**src/rtl/dtw_axis_pkg.sv**
```systemverilog
// Shared definitions for the DTW AXI-Stream packet master: start FSM encoding
// and an elaboration-time clog2 helper.
package dtw_axis_pkg;

    localparam logic [1:0] ST_IDLE       = 2'd0;
    localparam logic [1:0] ST_WAIT_START = 2'd1;
    localparam logic [1:0] ST_STREAM     = 2'd2;

    // Returns at least 1 so that it can always be used as a vector width
    function automatic int unsigned clog2(input int unsigned value);
        int unsigned r;
        r = 0;
        for (int unsigned i = 0; i < 32; i++) begin
            if ((64'd1 << i) < 64'(value)) r = i + 1;
        end
        return (r == 0) ? 1 : r;
    endfunction

endpackage

```
**src/rtl/dtw_axis_pkt_master_if.sv**
```systemverilog
// AXI4-Stream bundle between the packet master and its downstream consumer.
interface dtw_axis_pkt_master_if #(
    parameter int unsigned DATA_W = 32
);
    logic                  tvalid;
    logic [DATA_W-1:0]     tdata;
    logic [DATA_W/8-1:0]   tstrb;
    logic                  tlast;
    logic                  tready;

    modport master (output tvalid, output tdata, output tstrb, output tlast, input tready);
    modport slave  (input tvalid, input tdata, input tstrb, input tlast, output tready);
endinterface

```
**src/rtl/dtw_sync_fifo.sv**
```systemverilog
// Single-clock FIFO with registered level, full, almost-full and sticky
// overflow flags. Read data is the combinational head-of-queue word.
module dtw_sync_fifo
    import dtw_axis_pkg::*;
#(
    parameter int unsigned DATA_W       = 32,
    parameter int unsigned DEPTH        = 16,
    parameter int unsigned AFULL_THRESH = 12
) (
    input  logic                          clk,
    input  logic                          rst,
    input  logic                          wr_en,
    input  logic [DATA_W-1:0]             wr_data,
    input  logic                          rd_en,
    output logic [DATA_W-1:0]             rd_data_c,
    output logic                          full,
    output logic                          afull,
    output logic                          ovf,
    output logic [clog2(DEPTH+1)-1:0]     level
);
    localparam int unsigned AW    = clog2(DEPTH);
    localparam int unsigned LVL_W = clog2(DEPTH + 1);

    logic [DATA_W-1:0] mem_q [DEPTH];
    logic [AW-1:0]     wr_ptr_q, wr_ptr_d, rd_ptr_q, rd_ptr_d;
    logic [LVL_W-1:0]  level_q, level_d;
    logic              full_q, full_d, afull_q, afull_d, ovf_q, ovf_d;
    logic              wr_ok_c;

    // Flags are derived from the next level so they line up with level_q
    always_comb begin
        wr_ok_c  = wr_en && !full_q;
        wr_ptr_d = wr_ptr_q;
        rd_ptr_d = rd_ptr_q;
        level_d  = level_q;
        ovf_d    = ovf_q | (wr_en & full_q);
        if (wr_ok_c) wr_ptr_d = wr_ptr_q + AW'(1);
        if (rd_en)   rd_ptr_d = rd_ptr_q + AW'(1);
        case ({wr_ok_c, rd_en})
            2'b10:   level_d = level_q + LVL_W'(1);
            2'b01:   level_d = level_q - LVL_W'(1);
            default: level_d = level_q;
        endcase
        full_d  = (level_d == LVL_W'(DEPTH));
        afull_d = (level_d >= LVL_W'(AFULL_THRESH));
    end

    always_ff @(posedge clk or posedge rst) begin
        if (rst) begin
            wr_ptr_q <= '0;
            rd_ptr_q <= '0;
            level_q  <= '0;
            full_q   <= 1'b0;
            afull_q  <= 1'b0;
            ovf_q    <= 1'b0;
        end else begin
            wr_ptr_q <= wr_ptr_d;
            rd_ptr_q <= rd_ptr_d;
            level_q  <= level_d;
            full_q   <= full_d;
            afull_q  <= afull_d;
            ovf_q    <= ovf_d;
        end
    end

    always_ff @(posedge clk) begin
        if (wr_ok_c) mem_q[wr_ptr_q] <= wr_data;
    end

    assign rd_data_c = mem_q[rd_ptr_q];
    assign full      = full_q;
    assign afull     = afull_q;
    assign ovf       = ovf_q;
    assign level     = level_q;

endmodule

```
**src/rtl/dtw_axis_pkt_master.sv**
```systemverilog
// Buffers DTW core output in a FIFO and emits it as AXI4-Stream packets of
// pkt_len beats, with an early-close flush and a post-reset start delay.
module dtw_axis_pkt_master
    import dtw_axis_pkg::*;
#(
    parameter int unsigned C_M_AXIS_TDATA_WIDTH = 32,
    parameter int unsigned C_FIFO_DEPTH         = 16,
    parameter int unsigned C_AFULL_THRESH       = 12,
    parameter int unsigned C_PKT_LEN_MAX        = 256,
    parameter int unsigned C_M_START_COUNT      = 32
) (
    input  logic                                  M_AXIS_ACLK,
    input  logic                                  M_AXIS_ARESET,
    input  logic                                  dtw_fifo_wren,
    input  logic [C_M_AXIS_TDATA_WIDTH-1:0]       dtw_fifo_din,
    output logic                                  dtw_fifo_full,
    output logic                                  dtw_fifo_afull,
    output logic                                  dtw_fifo_ovf,
    output logic [clog2(C_FIFO_DEPTH+1)-1:0]      fifo_level,
    input  logic [clog2(C_PKT_LEN_MAX+1)-1:0]     pkt_len,
    input  logic                                  flush,
    dtw_axis_pkt_master_if.master                 m_axis
);
    localparam int unsigned DW    = C_M_AXIS_TDATA_WIDTH;
    localparam int unsigned LVL_W = clog2(C_FIFO_DEPTH + 1);
    localparam int unsigned LEN_W = clog2(C_PKT_LEN_MAX + 1);
    localparam int unsigned CNT_W = clog2(C_M_START_COUNT + 1);

    logic [1:0]       state_q, state_d;
    logic [CNT_W-1:0] start_cnt_q, start_cnt_d;
    logic             tvalid_q, tvalid_d, tlast_q, tlast_d;
    logic [DW-1:0]    tdata_q, tdata_d;
    logic [LEN_W-1:0] beat_cnt_q, beat_cnt_d, len_q, len_d;
    logic             flush_pend_q, flush_pend_d;
    logic [LEN_W-1:0] pkt_len_c, len_eff_c;
    logic             load_c, last_c, flush_close_c;
    logic [DW-1:0]    rd_data_c;

    dtw_sync_fifo #(
        .DATA_W       (DW),
        .DEPTH        (C_FIFO_DEPTH),
        .AFULL_THRESH (C_AFULL_THRESH)
    ) u_fifo (
        .clk       (M_AXIS_ACLK),
        .rst       (M_AXIS_ARESET),
        .wr_en     (dtw_fifo_wren),
        .wr_data   (dtw_fifo_din),
        .rd_en     (load_c),
        .rd_data_c (rd_data_c),
        .full      (dtw_fifo_full),
        .afull     (dtw_fifo_afull),
        .ovf       (dtw_fifo_ovf),
        .level     (fifo_level)
    );

    always_comb begin
        state_d       = state_q;
        start_cnt_d   = start_cnt_q;
        tvalid_d      = tvalid_q;
        tdata_d       = tdata_q;
        tlast_d       = tlast_q;
        beat_cnt_d    = beat_cnt_q;
        len_d         = len_q;
        flush_pend_d  = flush_pend_q;

        // Start delay: one IDLE cycle, then C_M_START_COUNT cycles of WAIT_START
        case (state_q)
            ST_IDLE:       state_d = ST_WAIT_START;
            ST_WAIT_START: begin
                if (start_cnt_q == CNT_W'(C_M_START_COUNT - 1)) state_d = ST_STREAM;
                else start_cnt_d = start_cnt_q + CNT_W'(1);
            end
            ST_STREAM:     state_d = ST_STREAM;
            default:       state_d = ST_IDLE;
        endcase

        pkt_len_c = pkt_len;
        if (pkt_len == '0)                            pkt_len_c = LEN_W'(1);
        else if (pkt_len > LEN_W'(C_PKT_LEN_MAX))     pkt_len_c = LEN_W'(C_PKT_LEN_MAX);

        // Packet length is frozen at the first beat of each packet
        len_eff_c     = (beat_cnt_q == '0) ? pkt_len_c : len_q;
        flush_close_c = flush_pend_q && (fifo_level == LVL_W'(1));
        last_c        = (beat_cnt_q == len_eff_c - LEN_W'(1)) || flush_close_c;
        load_c        = (state_q == ST_STREAM) && (fifo_level != '0) &&
                        (!tvalid_q || m_axis.tready);

        if (load_c) begin
            tvalid_d = 1'b1;
            tdata_d  = rd_data_c;
            tlast_d  = last_c;
            len_d    = len_eff_c;
            if (last_c) beat_cnt_d = '0;
            else        beat_cnt_d = beat_cnt_q + LEN_W'(1);
            if (flush_close_c) flush_pend_d = 1'b0;
        end else if (tvalid_q && m_axis.tready) begin
            tvalid_d = 1'b0;
            tlast_d  = 1'b0;
        end

        // A flush with nothing open and nothing buffered has nothing to close
        if (flush_pend_q && (beat_cnt_q == '0) && (fifo_level == '0)) flush_pend_d = 1'b0;
        if (flush) flush_pend_d = 1'b1;
    end

    always_ff @(posedge M_AXIS_ACLK or posedge M_AXIS_ARESET) begin
        if (M_AXIS_ARESET) begin
            state_q      <= ST_IDLE;
            start_cnt_q  <= '0;
            tvalid_q     <= 1'b0;
            tdata_q      <= '0;
            tlast_q      <= 1'b0;
            beat_cnt_q   <= '0;
            len_q        <= LEN_W'(1);
            flush_pend_q <= 1'b0;
        end else begin
            state_q      <= state_d;
            start_cnt_q  <= start_cnt_d;
            tvalid_q     <= tvalid_d;
            tdata_q      <= tdata_d;
            tlast_q      <= tlast_d;
            beat_cnt_q   <= beat_cnt_d;
            len_q        <= len_d;
            flush_pend_q <= flush_pend_d;
        end
    end

    assign m_axis.tvalid = tvalid_q;
    assign m_axis.tdata  = tdata_q;
    assign m_axis.tlast  = tlast_q;
    assign m_axis.tstrb  = '1;

endmodule

```
**src/flat_wrapper.sv**
```systemverilog
// flat-port wrapper written by rule: the top's interface ports become plain ports
module dtw_axis_pkt_master_flat import dtw_axis_pkg::*;
#(
    parameter int unsigned C_M_AXIS_TDATA_WIDTH = 32,
    parameter int unsigned C_FIFO_DEPTH         = 16,
    parameter int unsigned C_AFULL_THRESH       = 12,
    parameter int unsigned C_PKT_LEN_MAX        = 256,
    parameter int unsigned C_M_START_COUNT      = 32
)
  (M_AXIS_ACLK, M_AXIS_ARESET, dtw_fifo_wren, dtw_fifo_din, dtw_fifo_full, dtw_fifo_afull, dtw_fifo_ovf, fifo_level, pkt_len, flush, m_axis_tvalid, m_axis_tdata, m_axis_tstrb, m_axis_tlast, m_axis_tready);
  dtw_axis_pkt_master_if #(.DATA_W((32))) m_axis_i ();
  input  logic M_AXIS_ACLK;
  input  logic M_AXIS_ARESET;
  input  logic dtw_fifo_wren;
  input  logic [C_M_AXIS_TDATA_WIDTH-1:0] dtw_fifo_din;
  output logic dtw_fifo_full;
  output logic dtw_fifo_afull;
  output logic dtw_fifo_ovf;
  output logic [clog2(C_FIFO_DEPTH+1)-1:0] fifo_level;
  input  logic [clog2(C_PKT_LEN_MAX+1)-1:0] pkt_len;
  input  logic flush;
  output wire logic [$bits(m_axis_i.tvalid)-1:0] m_axis_tvalid;
  output wire logic [$bits(m_axis_i.tdata)-1:0] m_axis_tdata;
  output wire logic [$bits(m_axis_i.tstrb)-1:0] m_axis_tstrb;
  output wire logic [$bits(m_axis_i.tlast)-1:0] m_axis_tlast;
  input wire logic [$bits(m_axis_i.tready)-1:0] m_axis_tready;
  assign m_axis_tvalid = m_axis_i.tvalid;
  assign m_axis_tdata = m_axis_i.tdata;
  assign m_axis_tstrb = m_axis_i.tstrb;
  assign m_axis_tlast = m_axis_i.tlast;
  assign m_axis_i.tready = m_axis_tready;
  dtw_axis_pkt_master #(.C_M_AXIS_TDATA_WIDTH(C_M_AXIS_TDATA_WIDTH), .C_FIFO_DEPTH(C_FIFO_DEPTH), .C_AFULL_THRESH(C_AFULL_THRESH), .C_PKT_LEN_MAX(C_PKT_LEN_MAX), .C_M_START_COUNT(C_M_START_COUNT)) u_core (.M_AXIS_ACLK(M_AXIS_ACLK), .M_AXIS_ARESET(M_AXIS_ARESET), .dtw_fifo_wren(dtw_fifo_wren), .dtw_fifo_din(dtw_fifo_din), .dtw_fifo_full(dtw_fifo_full), .dtw_fifo_afull(dtw_fifo_afull), .dtw_fifo_ovf(dtw_fifo_ovf), .fifo_level(fifo_level), .pkt_len(pkt_len), .flush(flush), .m_axis(m_axis_i));
endmodule
```
**config.mk**
```make
export PLATFORM = sky130hd
export DESIGN_NAME = dtw_axis_pkt_master_flat
export DESIGN_NICKNAME = d
export VERILOG_FILES = /design/src/rtl/dtw_axis_pkg.sv /design/src/rtl/dtw_axis_pkt_master_if.sv /design/src/rtl/dtw_sync_fifo.sv /design/src/rtl/dtw_axis_pkt_master.sv /design/src/flat_wrapper.sv
export SDC_FILE = /design/constraint.sdc
export NUM_CORES = 1
export LEC_CHECK = 0
export CAP_MARGIN = 20
export CORE_AREA = 2 2 274 276
export CTS_CLUSTER_DIAMETER = 80
export DETAILED_ROUTE_END_ITERATION = 6
export DIE_AREA = 0 0 276 278
export GPL_TIMING_DRIVEN = 1
export PLACE_DENSITY_LB_ADDON = 0.12
export SLEW_MARGIN = 0
export SYNTH_ARGS = -nofsm -noshare
export SYNTH_HDL_FRONTEND = slang
export SYNTH_HIERARCHICAL = 1
export SYNTH_SLANG_ARGS = --single-unit
export TNS_END_PERCENT = 10
```
**constraint.sdc**
```tcl
create_clock -name M_AXIS_ACLK -period 5.5 [get_ports M_AXIS_ACLK]
set_input_delay 0.55 -clock M_AXIS_ACLK [delete_from_list [all_inputs] [get_ports M_AXIS_ACLK]]
set_output_delay 0.55 -clock M_AXIS_ACLK [all_outputs]
set_load 0.005 [all_outputs]
```
* Word-level counts from Yosys, hierarchy flattened
Memories as Yosys holds them, arrays and structs flattened. A register that Yosys moved wholly into a read port is not among the register bits.
Cells that the tools add are included.
** Operators by class
- Reductions and logical operators :: 21
- Order comparisons :: 2
- Bitwise operators :: 3
- Equality and inequality tests :: 9
- Shifts and indexed selects :: 0
- Divide/modulo/power cells :: 0
- Multipliers :: 0
- Mux-type cells :: 16
- Add/subtract/negate cells :: 7
** Operator list (number)
- $mux 9 :: 4
- $logic_not 9->1 :: 2
- $pmux 5 s2 :: 1
- $add 9x1->9 const B :: 1
- $eq 9x9->1 :: 1
- $gt 9x9->1 const B :: 1
- $mux 1 :: 9
- $sub 9x1->9 const B :: 1
- $add 4x1->4 const B :: 2
- $logic_and 1x1->1 :: 7
- $add 6x1->6 const B :: 1
- $eq 6x5->1 const B :: 1
- $pmux 2 s3 :: 1
- $reduce_bool 3->1 :: 2
- $add 5x1->5 const B :: 1
- $eq 5x1->1 const B :: 1
- $eq 5x5->1 const B :: 1
- $ge 5x4->1 const B :: 1
- $logic_not 5->1 :: 1
- $reduce_bool 5->1 :: 1
- $sub 5x1->5 const B :: 1
- $eq 2x1->1 const B :: 2
- $eq 2x2->1 const B :: 2
- $reduce_and 2->1 :: 2
- other kinds (9) :: 11
** Word-level totals
- Logic and storage cells :: 72
- Latch bits :: 0
- Bits in registers :: 45
- Memories kept :: 1
- Bits in writable memories :: 512
- ROM bits :: 0
** Memory list
- u_core.u_fifo.mem_q :: words 16, bits a word 32, read ports 1, clocked after memory_dff 1, wr ports 1, line dtw_sync_fifo.sv:24 : logic [DATA_W-1:0] mem_q [DEPTH];

* Longest topological paths before layout
Gate-level depths: netlist of the first run.
- Word-level depth :: 8
- Depth in mapped cells :: 16
- Depth with buffers taken out :: 15

* Modules after synthesis
The synthesis of the first run kept the hierarchy.
** Modules (own cells, without submodules)
- dtw_sync_fifo :: area an instance 20196.9 um2, instances 1, cells each 810, seq. area each 15775.1 um2
- dtw_axis_pkt_master :: area an instance 3244.4 um2, instances 1, cells each 378, seq. area each 1527.7 um2

* Worst setup path before layout of the first run
No wires, ideal clock.
- Kind :: reg-to-reg
- From :: register u_core.u_fifo.level_q[1] (netlist: u_core/u_fifo/level[1])
- To :: register u_core.u_fifo.afull_q (netlist: u_core/u_fifo/afull)
- Arrival time :: 3578 ps
- Buffers on the path :: 3
- Cell stages (with the launch flop) :: 16
- Library setup time :: 124 ps
- Data required time :: 5376 ps
- Setup slack :: 1799 ps
- Cell sequence :: dfrtp_1 -> or4_1 -> o21a_1 -> nand2_1 -> inv_1 -> clkbuf_1 -> clkbuf_1 -> ha_1 -> clkbuf_1 -> xor2_1 -> ha_1 -> a21oi_1 -> xnor2_1 -> mux2i_1 -> o31ai_1 -> a211o_1
** Between the ends
- Longest elaborated chain between the ends :: 6
- Elaborated cells on any way between the ends :: 9
- Those cells by class :: add/sub: 2; order compare: 1; eq/ne: 2; mux: 1; reduce/logical: 3
** RTL lines
- start, declared :: line dtw_sync_fifo.sv:26 : logic [LVL_W-1:0] level_q, level_d;
- start signal, assigned :: line dtw_sync_fifo.sv:59 : level_q <= level_d;
- $reduce_bool 5->1 (*) :: line dtw_axis_pkt_master.sv:85 : load_c = (state_q == ST_STREAM) && (fifo_level != '0) &&
- $logic_and 1x1->1 (*) (2 in a row) :: line dtw_axis_pkt_master.sv:85
- net u_core.load_c :: line dtw_axis_pkt_master.sv:36 : logic load_c, last_c, flush_close_c;
- $eq 2x1->1 or $eq 2x2->1 (tied branches) :: line dtw_sync_fifo.sv:39 : case ({wr_ok_c, rd_en})
- $pmux 5 s2 (*) :: line dtw_sync_fifo.sv:39
- $ge 5x4->1 (*) :: line dtw_sync_fifo.sv:45 : afull_d = (level_d >= LVL_W'(AFULL_THRESH));
- net u_core.u_fifo.afull_d :: line dtw_sync_fifo.sv:27 : logic full_q, full_d, afull_q, afull_d, ovf_q, ovf_d;
- end signal, assigned :: line dtw_sync_fifo.sv:61 : afull_q <= afull_d;
- end, declared :: line dtw_sync_fifo.sv:27
The timed path passes the listed nets; every way through them passes the cells marked *.
A chain may end at the register's enable or synchronous reset.

* Worst setup path in the final report of the first run
- From :: register u_core.beat_cnt_q[0]
- To :: register u_core.beat_cnt_q[4]
** Between the ends
- Longest elaborated chain between the ends :: 6
- Elaborated cells on any way between the ends :: 7
- Those cells by class :: add/sub: 2; eq/ne: 1; mux: 2; reduce/logical: 2
** RTL lines
- start, declared :: line dtw_axis_pkt_master.sv:33 : logic [LEN_W-1:0] beat_cnt_q, beat_cnt_d, len_q, len_d;
- start signal, assigned :: line dtw_axis_pkt_master.sv:122 : beat_cnt_q <= beat_cnt_d;
- $logic_not 9->1 :: line dtw_axis_pkt_master.sv:82 : len_eff_c = (beat_cnt_q == '0) ? pkt_len_c : len_q;
- $mux 9 :: line dtw_axis_pkt_master.sv:82
- $sub 9x1->9 :: line dtw_axis_pkt_master.sv:84 : last_c = (beat_cnt_q == len_eff_c - LEN_W'(1)) || flush_close_c;
- $eq 9x9->1 :: line dtw_axis_pkt_master.sv:84
- $logic_or 1x1->1 :: line dtw_axis_pkt_master.sv:84
- $mux 9 (*) :: line dtw_axis_pkt_master.sv:93 : if (last_c) beat_cnt_d = '0;
Every way passes the cells marked *; elsewhere a longest branch is shown, timed or not.

==> qor.yml, run 1 <==
status: "finished, violations left"
violations: "design-rule violations"
first_global_vias: 12400
final_area_mm2: 0.0276
routed_via_density: 4.97
fin_tns_setup_ns: 0
cts_setup_buffers: 0
hold-worst-slack_ns: 0.312
rrSetupSlack_ns: 1.20
nNetsFinal: 1374
cp-start-kind: "flop"
path_class: "reg2reg"
end_kind: "flop"
die_w_um: 276
grt_overflow_total: 0
coreArea_mm2: 0.0738
numClockSinks: 589
start_util_pct: 31.8
synth_top_family_by_area: "multiplexers"
fin_crit_ns: 4.30
crit_path_max_incr_delay_ns: 0.54
pre_cts_ws_ns: 1.26
layout_commonest_cell: "edfxtp_1"
diodes: 0
hold_path.class: "in2async"
skew_ns: 0.0140
syn-cell-area_mm2: 0.0234
synth-compound-area-share_pct: 2.10
die_h_um: 278
finalSetupViolations: 0
ys_top_cells_by_area: "edfxtp_1 (66%), mux4_2 (15%), dfrtp_1 (8.1%)"
dp_hpwl_um: 31100
rsz0062_at_grt: "false"
drt_iter0_drc: 910
tritoncts: "yes"
utilization_pct: 37.4
synthMuxAreaShare_pct: 15.6
synth_cell_types: 63
htree_levels: 3
instances_no_fill: 2336
clock_path_buffers: 3
total_power_mw: 14.1
hold_buffers: 0
io_buffers: 87
tightest_slew_ns: 1.10
rows: 100
ys_warn_count: 6
r2r_cells: 14
async_flop_share_pct: 13.1
ant_nets: 0
cts.clk_slew.worst_paths_ns: 0.06
synth_fa_ha_area_share_pct: 0.801
fmax_mhz: 233
clk-insertion-delay-late_ns: 0.60
avgSynthCellArea_um2: 19.7
layout_setup_ws_ns: 1.20
cts_root_buffer: "clkbuf_16"
vias: 11600
wl_um: 56100
synth_largest_area_cell: "edfxtp_1"
drt-pass1-iter-count: 7
grt_pass1_wl_um: 84100
die-area_mm2: 0.0767
synth_ff_type: "edfxtp_1"
p_per_area_mw_per_mm2: 513
synth_top_area_share_pct: 65.6
dpl_cell_area_mm2: 0.0254
wl_per_cell_um: 24.0
syn_inst: 1188
vdd_ir_drop_max_uv: 277
relSlewSlack_pct: 26.5
synth-xor-area-share_pct: 1.05
cp.required_ns: 5.97
final_cell_mix: "edfxtp_1 (512), mux4_2 (160), nand2_1 (134)"
final_layout_size_suffix_gt1_share_pct: 23.0
slowest_stage: "o41ai_4"
n_fill_cell: 6836
cap_violations: 0
numCtsBuffers: 69
grt_usage_pct: 14.9
synth_edf_count: 512
grt_max_degree: 86
slew_violations: 0
ctsResizeCount: 0
placed_cells: 2209
post-route-drc-count: 8
path_max_fanout: 11
synth-simple-area-share_pct: 4.75
p_leak_nw: 9.11
worstPathArrival_ns: 4.77
fin_crit_sh_pct: 78.1
path_cells: "inv_1 > ha_1 > nor4b_2 > nand2_1 > a2bb2oi_1 > ha_1 > inv_1 > nor4_1 > a32o_1 > a21oi_1 > or4_4 > o41ai_4 > and2_4 > nor2_1"
hold_viol_final: 0
syn2layout_area_growth_pct: 17.7
io_pins: 92
ys_seq_elements: 589
antenna_found_initial: 2
ys_seq_area_share_pct: 73.8
globalplace.congestion: 0.867
[cell usage after synthesis, types with 2 or more instances]
library cell	number
a21oi_1	16
o31ai_1	5
nor3_1	10
a311oi_1	2
nor3b_1	3
or2_2	2
dfrtp_1	76
a21o_1	3
xor2_1	8
or4_4	2
nand3_1	8
o21ai_1	3
and2_1	16
nor2_1	22
nor4_1	7
o21a_1	2
and3_1	2
nand4_1	5
mux2_2	2
inv_1	18
xnor2_1	20
o22ai_1	2
nand2_1	135
or3_1	4
nor2b_1	2
clkbuf_1	27
buf_4	5
buf_2	9
ha_1	15
buf_6	14
o21ai_0	19
mux2i_1	4
buf_1	6
nand2b_1	8
a31oi_1	3
o21bai_1	2
mux4_2	160
a211oi_1	2
a21boi_0	2
or4_1	3
edfxtp_1	512
[worst paths after layout]
check | start | to
worst min register to register | u_core/u_fifo/ovf$_DFF_PP0_ | u_core/u_fifo/ovf$_DFF_PP0_
worst max-delay path | u_core/beat_cnt_q[0]$_DFFE_PP0P_ | u_core/beat_cnt_q[4]$_DFFE_PP0P_
worst max register to register | u_core/beat_cnt_q[0]$_DFFE_PP0P_ | u_core/beat_cnt_q[4]$_DFFE_PP0P_
max in group asynchronous | M_AXIS_ARESET | u_core/len_q[7]$_DFFE_PP0P_
worst min-delay path | M_AXIS_ARESET | u_core/m_axis.tdata[31]$_DFFE_PP0P_
min in group M_AXIS_ACLK | u_core/u_fifo/ovf$_DFF_PP0_ | u_core/u_fifo/ovf$_DFF_PP0_
[critical path, delay by kind of cell, from the launching register on]
| kind | cells | cell delay, ns |
|---|---|---|
| and+or+nand+nor | 6 | 1.83 |
| AOI/OAI and AO/OA | 4 | 1.26 |
| adders and majority gates | 2 | 0.47 |
| DFF | 1 | 0.43 |
| buffers and inverters | 2 | 0.21 |
[area by class of cell]
| type | count | area (um^2) | share of cell area (%) |
|---|---|---|---|
| Clock buffer | 99 | 1940 | 7.05 |
| Clock inverter | 26 | 183 | 0.662 |
| Inverter | 18 | 68.8 | 0.249 |
| Multi-Input combinational cell | 523 | 5740 | 20.8 |
| Sequential cell | 589 | 17300 | 62.8 |
| Tap cell | 969 | 1210 | 4.40 |
| Timing Repair Buffer | 112 | 1120 | 4.06 |
[report_power, final]
group          total, mW  switching (mW)  leakage, nW  internal [mW]
clock               4.30            1.78         1.04           2.52
combinational       3.85            1.84         2.52           2.02
sequential          6.00           0.505         5.55           5.49
total               14.1            4.13         9.11           10.0
[flip-flops by register name, summed over array words and instances (netlist names), 4 cells and up]
register,cells
u_core/beat_cnt_q,9
u_core/len_q,9
u_core/u_fifo/wr_ptr_q,4
u_core/start_cnt_q,6
u_core/u_fifo/mem_q,512
u_core/u_fifo/level,5
u_core/u_fifo/rd_ptr_q,4
u_core/m_axis.tdata,32
[per-layer routing]
metal	share of wire, %	vias to the layer above	global-route usage, %
met5	0.039	-	0
met4	2.0	4	4.62
met3	3.7	84	2.64
met2	50	249	25.1
met1	44	6266	19.6
li1	-	5014	-
[logic make-up (layout without fill, tap and decap cells)]
| logic type | after synthesis | after routing |
|---|---|---|
| AOI/OAI and AO/OA | 74 | 74 |
| xor gates and xnor gates | 28 | 28 |
| adders and majority gates | 15 | 15 |
| buffers and inverters | 79 | 255 |
| DFF | 589 | 589 |
| muxes | 166 | 166 |
| other | 1 | 4 |
| and+or+nand+nor | 236 | 236 |
Power figures use the tool's default switching activity.
==> inputs of run 2 (changes only) <==
- clock period: 5.5 -> 4 ns (I/O delays scaled with it)
==> run 2 against run 1 <==
  * Cell count grew 0.60%
  * First-iteration DRC count shrank 2.3%
  * The flow still finishes with violations (design-rule violations)
  * Sequential share of layout area shrank 0.87 points
==> qor.yml, run 2 (synthesis results as in run 1) <==
status: "finished, violations left"
violations: "design-rule violations"
placed_cells: 2227  # +0.81%
start_util_pct: 31.8  # unchanged
rows: 100  # unchanged
coreArea_mm2: 0.0738  # unchanged
grt_max_degree: 54  # -37%
drt_iter0_drc: 889  # -2.3%
instances_no_fill: 2350  # +0.60%
p_leak_nw: 9.29  # +1.9%
path_class: "reg2reg"
drt-pass1-iter-count: 7  # unchanged
numCtsBuffers: 68  # -1.4%
fin_crit_sh_pct: 91.8  # +14 points
diodes: 0  # unchanged
layout_commonest_cell: "edfxtp_1"
dp_hpwl_um: 31500  # +1.2%
cap_violations: 0  # unchanged
final_layout_size_suffix_gt1_share_pct: 24.2  # +1.2 points
antenna_found_initial: 1  # -1
grt_pass1_wl_um: 85600  # +1.8%
globalplace.congestion: 0.870  # +0.27%
io_buffers: 87  # unchanged
post-route-drc-count: 8  # unchanged
rsz0062_at_grt: "false"
largest-register: "u_core/u_fifo/mem_q"
die_w_um: 276  # unchanged
cts.clk_slew.worst_paths_ns: 0.05  # about the same
finalSetupViolations: 0  # unchanged
io_pins: 92  # unchanged
vias: 11600  # +0.21%
n_fill_cell: 6798  # -0.56%
nNetsFinal: 1390  # +1.2%
fin_tns_setup_ns: 0  # unchanged
end_kind: "flop"
first_global_vias: 12400  # -0.52%
hold_buffers: 0  # unchanged
cp.required_ns: 4.47  # -1.50 ns
worstPathArrival_ns: 4.14  # -0.63 ns
multi_input_area_mm2: 0.00574  # unchanged
htree_levels: 3  # unchanged
ant_nets: 0  # unchanged
largest_reg_flops: 512  # unchanged
die-area_mm2: 0.0767  # unchanged
die_h_um: 278  # unchanged
final_cell_mix: "edfxtp_1 (512), mux4_2 (160), nand2_1 (134)"
wl_um: 57700  # +2.7%
tightest_slew_ns: 1.02  # -0.0785 ns
grt_overflow_total: 0  # unchanged
p_per_area_mw_per_mm2: 710  # +38%
syn2layout_area_growth_pct: 19.3
fin_crit_ns: 3.67  # -0.625 ns
fmax_mhz: 272  # +17%
hold_viol_final: 0  # unchanged
skew_ns: 0.0260  # +0.0119 ns
grt_usage_pct: 15.2  # +0.36 points
hold_path.class: "in2async"
relSlewSlack_pct: 31.7  # +5.2 points
clock_path_buffers: 3  # unchanged
numClockSinks: 589  # unchanged
seq_area_mm2: 0.0173  # unchanged
vdd_ir_drop_max_uv: 331  # +20%
wl_per_cell_um: 24.5  # +2.1%
path_max_fanout: 8  # -3
cp-start-kind: "flop"
clk-insertion-delay-late_ns: 0.61  # about the same
routed_via_density: 4.95  # -0.39%
cts_root_buffer: "clkbuf_16"
slew_violations: 0  # unchanged
rrSetupSlack_ns: 0.33  # -0.88 ns
tritoncts: "yes"
-- run 2: layout make-up --
class	count	share of cell area [%]
Multi-Input combinational cell	523	20.5
Clock buffer	92	6.70
Timing Repair Buffer	129	5.05
Inverter	18	0.246
Clock inverter	30	1.26
Sequential cell	589	61.9
Tap cell	969	4.33
-- run 2: critical path, stage by stage (launching register included) --
cell       delay [ns]
dfrtp_1          0.42
inv_1            0.13
ha_1             0.21
nor4b_2          0.26
nand2_1          0.23
a2bb2oi_1        0.38
ha_1             0.30
inv_1            0.07
nor4_1           0.19
a32o_1           0.21
a21oi_1          0.07
or4_4            0.45
o41ai_4          0.21
buf_4            0.21
and2_4           0.17
nor2_1           0.05
-- run 2: metrics by stage --
step / util (%) / power, mW / cell area, um^2 / setup slack, ns / hold WS, ns
floorplan: - / 11.9 / 23500 / 0.299 / 0.314
global placement: 34.9 / 13.9 / 25700 / 0.151 / 0.442
detailed placement: 34.9 / 14.0 / 25700 / 0.138 / 0.453
CTS: 37.9 / 20.3 / 28000 / 0.129 / 0.265
global route: 37.9 / 20.9 / 28000 / 0.0611 / 0.339
finish: 37.9 / 19.9 / 28000 / 0.328 / 0.270
-- run 2: power breakdown --
part,total (mW),switching (mW),internal [mW]
clock network,6.22,2.47,3.75
registers,8.14,0.592,7.55
logic,5.50,2.64,2.86
-- run 2: metal layers --
| metal | global-route usage [%] | routed length, um |
|---|---|---|
| met5 | 0 | 16 |
| met4 | 4.88 | 1510 |
| met3 | 2.46 | 1870 |
| met1 | 20.3 | 25700 |
| met2 | 25.5 | 28600 |
-- run 2: worst paths after layout --
check | from | end | cells after the start
max in group asynchronous | M_AXIS_ARESET | u_core/m_axis.tdata[26]$_DFFE_PP0P_ | 3
hold reg to reg | u_core/u_fifo/ovf$_DFF_PP0_ | u_core/u_fifo/ovf$_DFF_PP0_ | 1
setup / recovery | u_core/beat_cnt_q[0]$_DFFE_PP0P_ | u_core/beat_cnt_q[4]$_DFFE_PP0P_ | 15
setup reg to reg | u_core/beat_cnt_q[0]$_DFFE_PP0P_ | u_core/beat_cnt_q[4]$_DFFE_PP0P_ | 15
min in group M_AXIS_ACLK | dtw_fifo_wren | u_core/u_fifo/ovf$_DFF_PP0_ | 2
hold / removal | M_AXIS_ARESET | u_core/u_fifo/ovf$_DFF_PP0_ | 2
-- run 2: repair_timing --
| item | 4_1_cts | 5_1_grt |
|---|---|---|
| buffers inserted | 0 | 1 |
| gates resized for setup | 0 | 0 |
| setup endpoints to repair | 0 | 10 |
==> inputs of run 3 (changes only) <==
- ABC_CLOCK_PERIOD_IN_PS: default -> 4000
==> results of run 3 <==
Same layout as run 2: the final DEF is identical, and so are final timing and power.
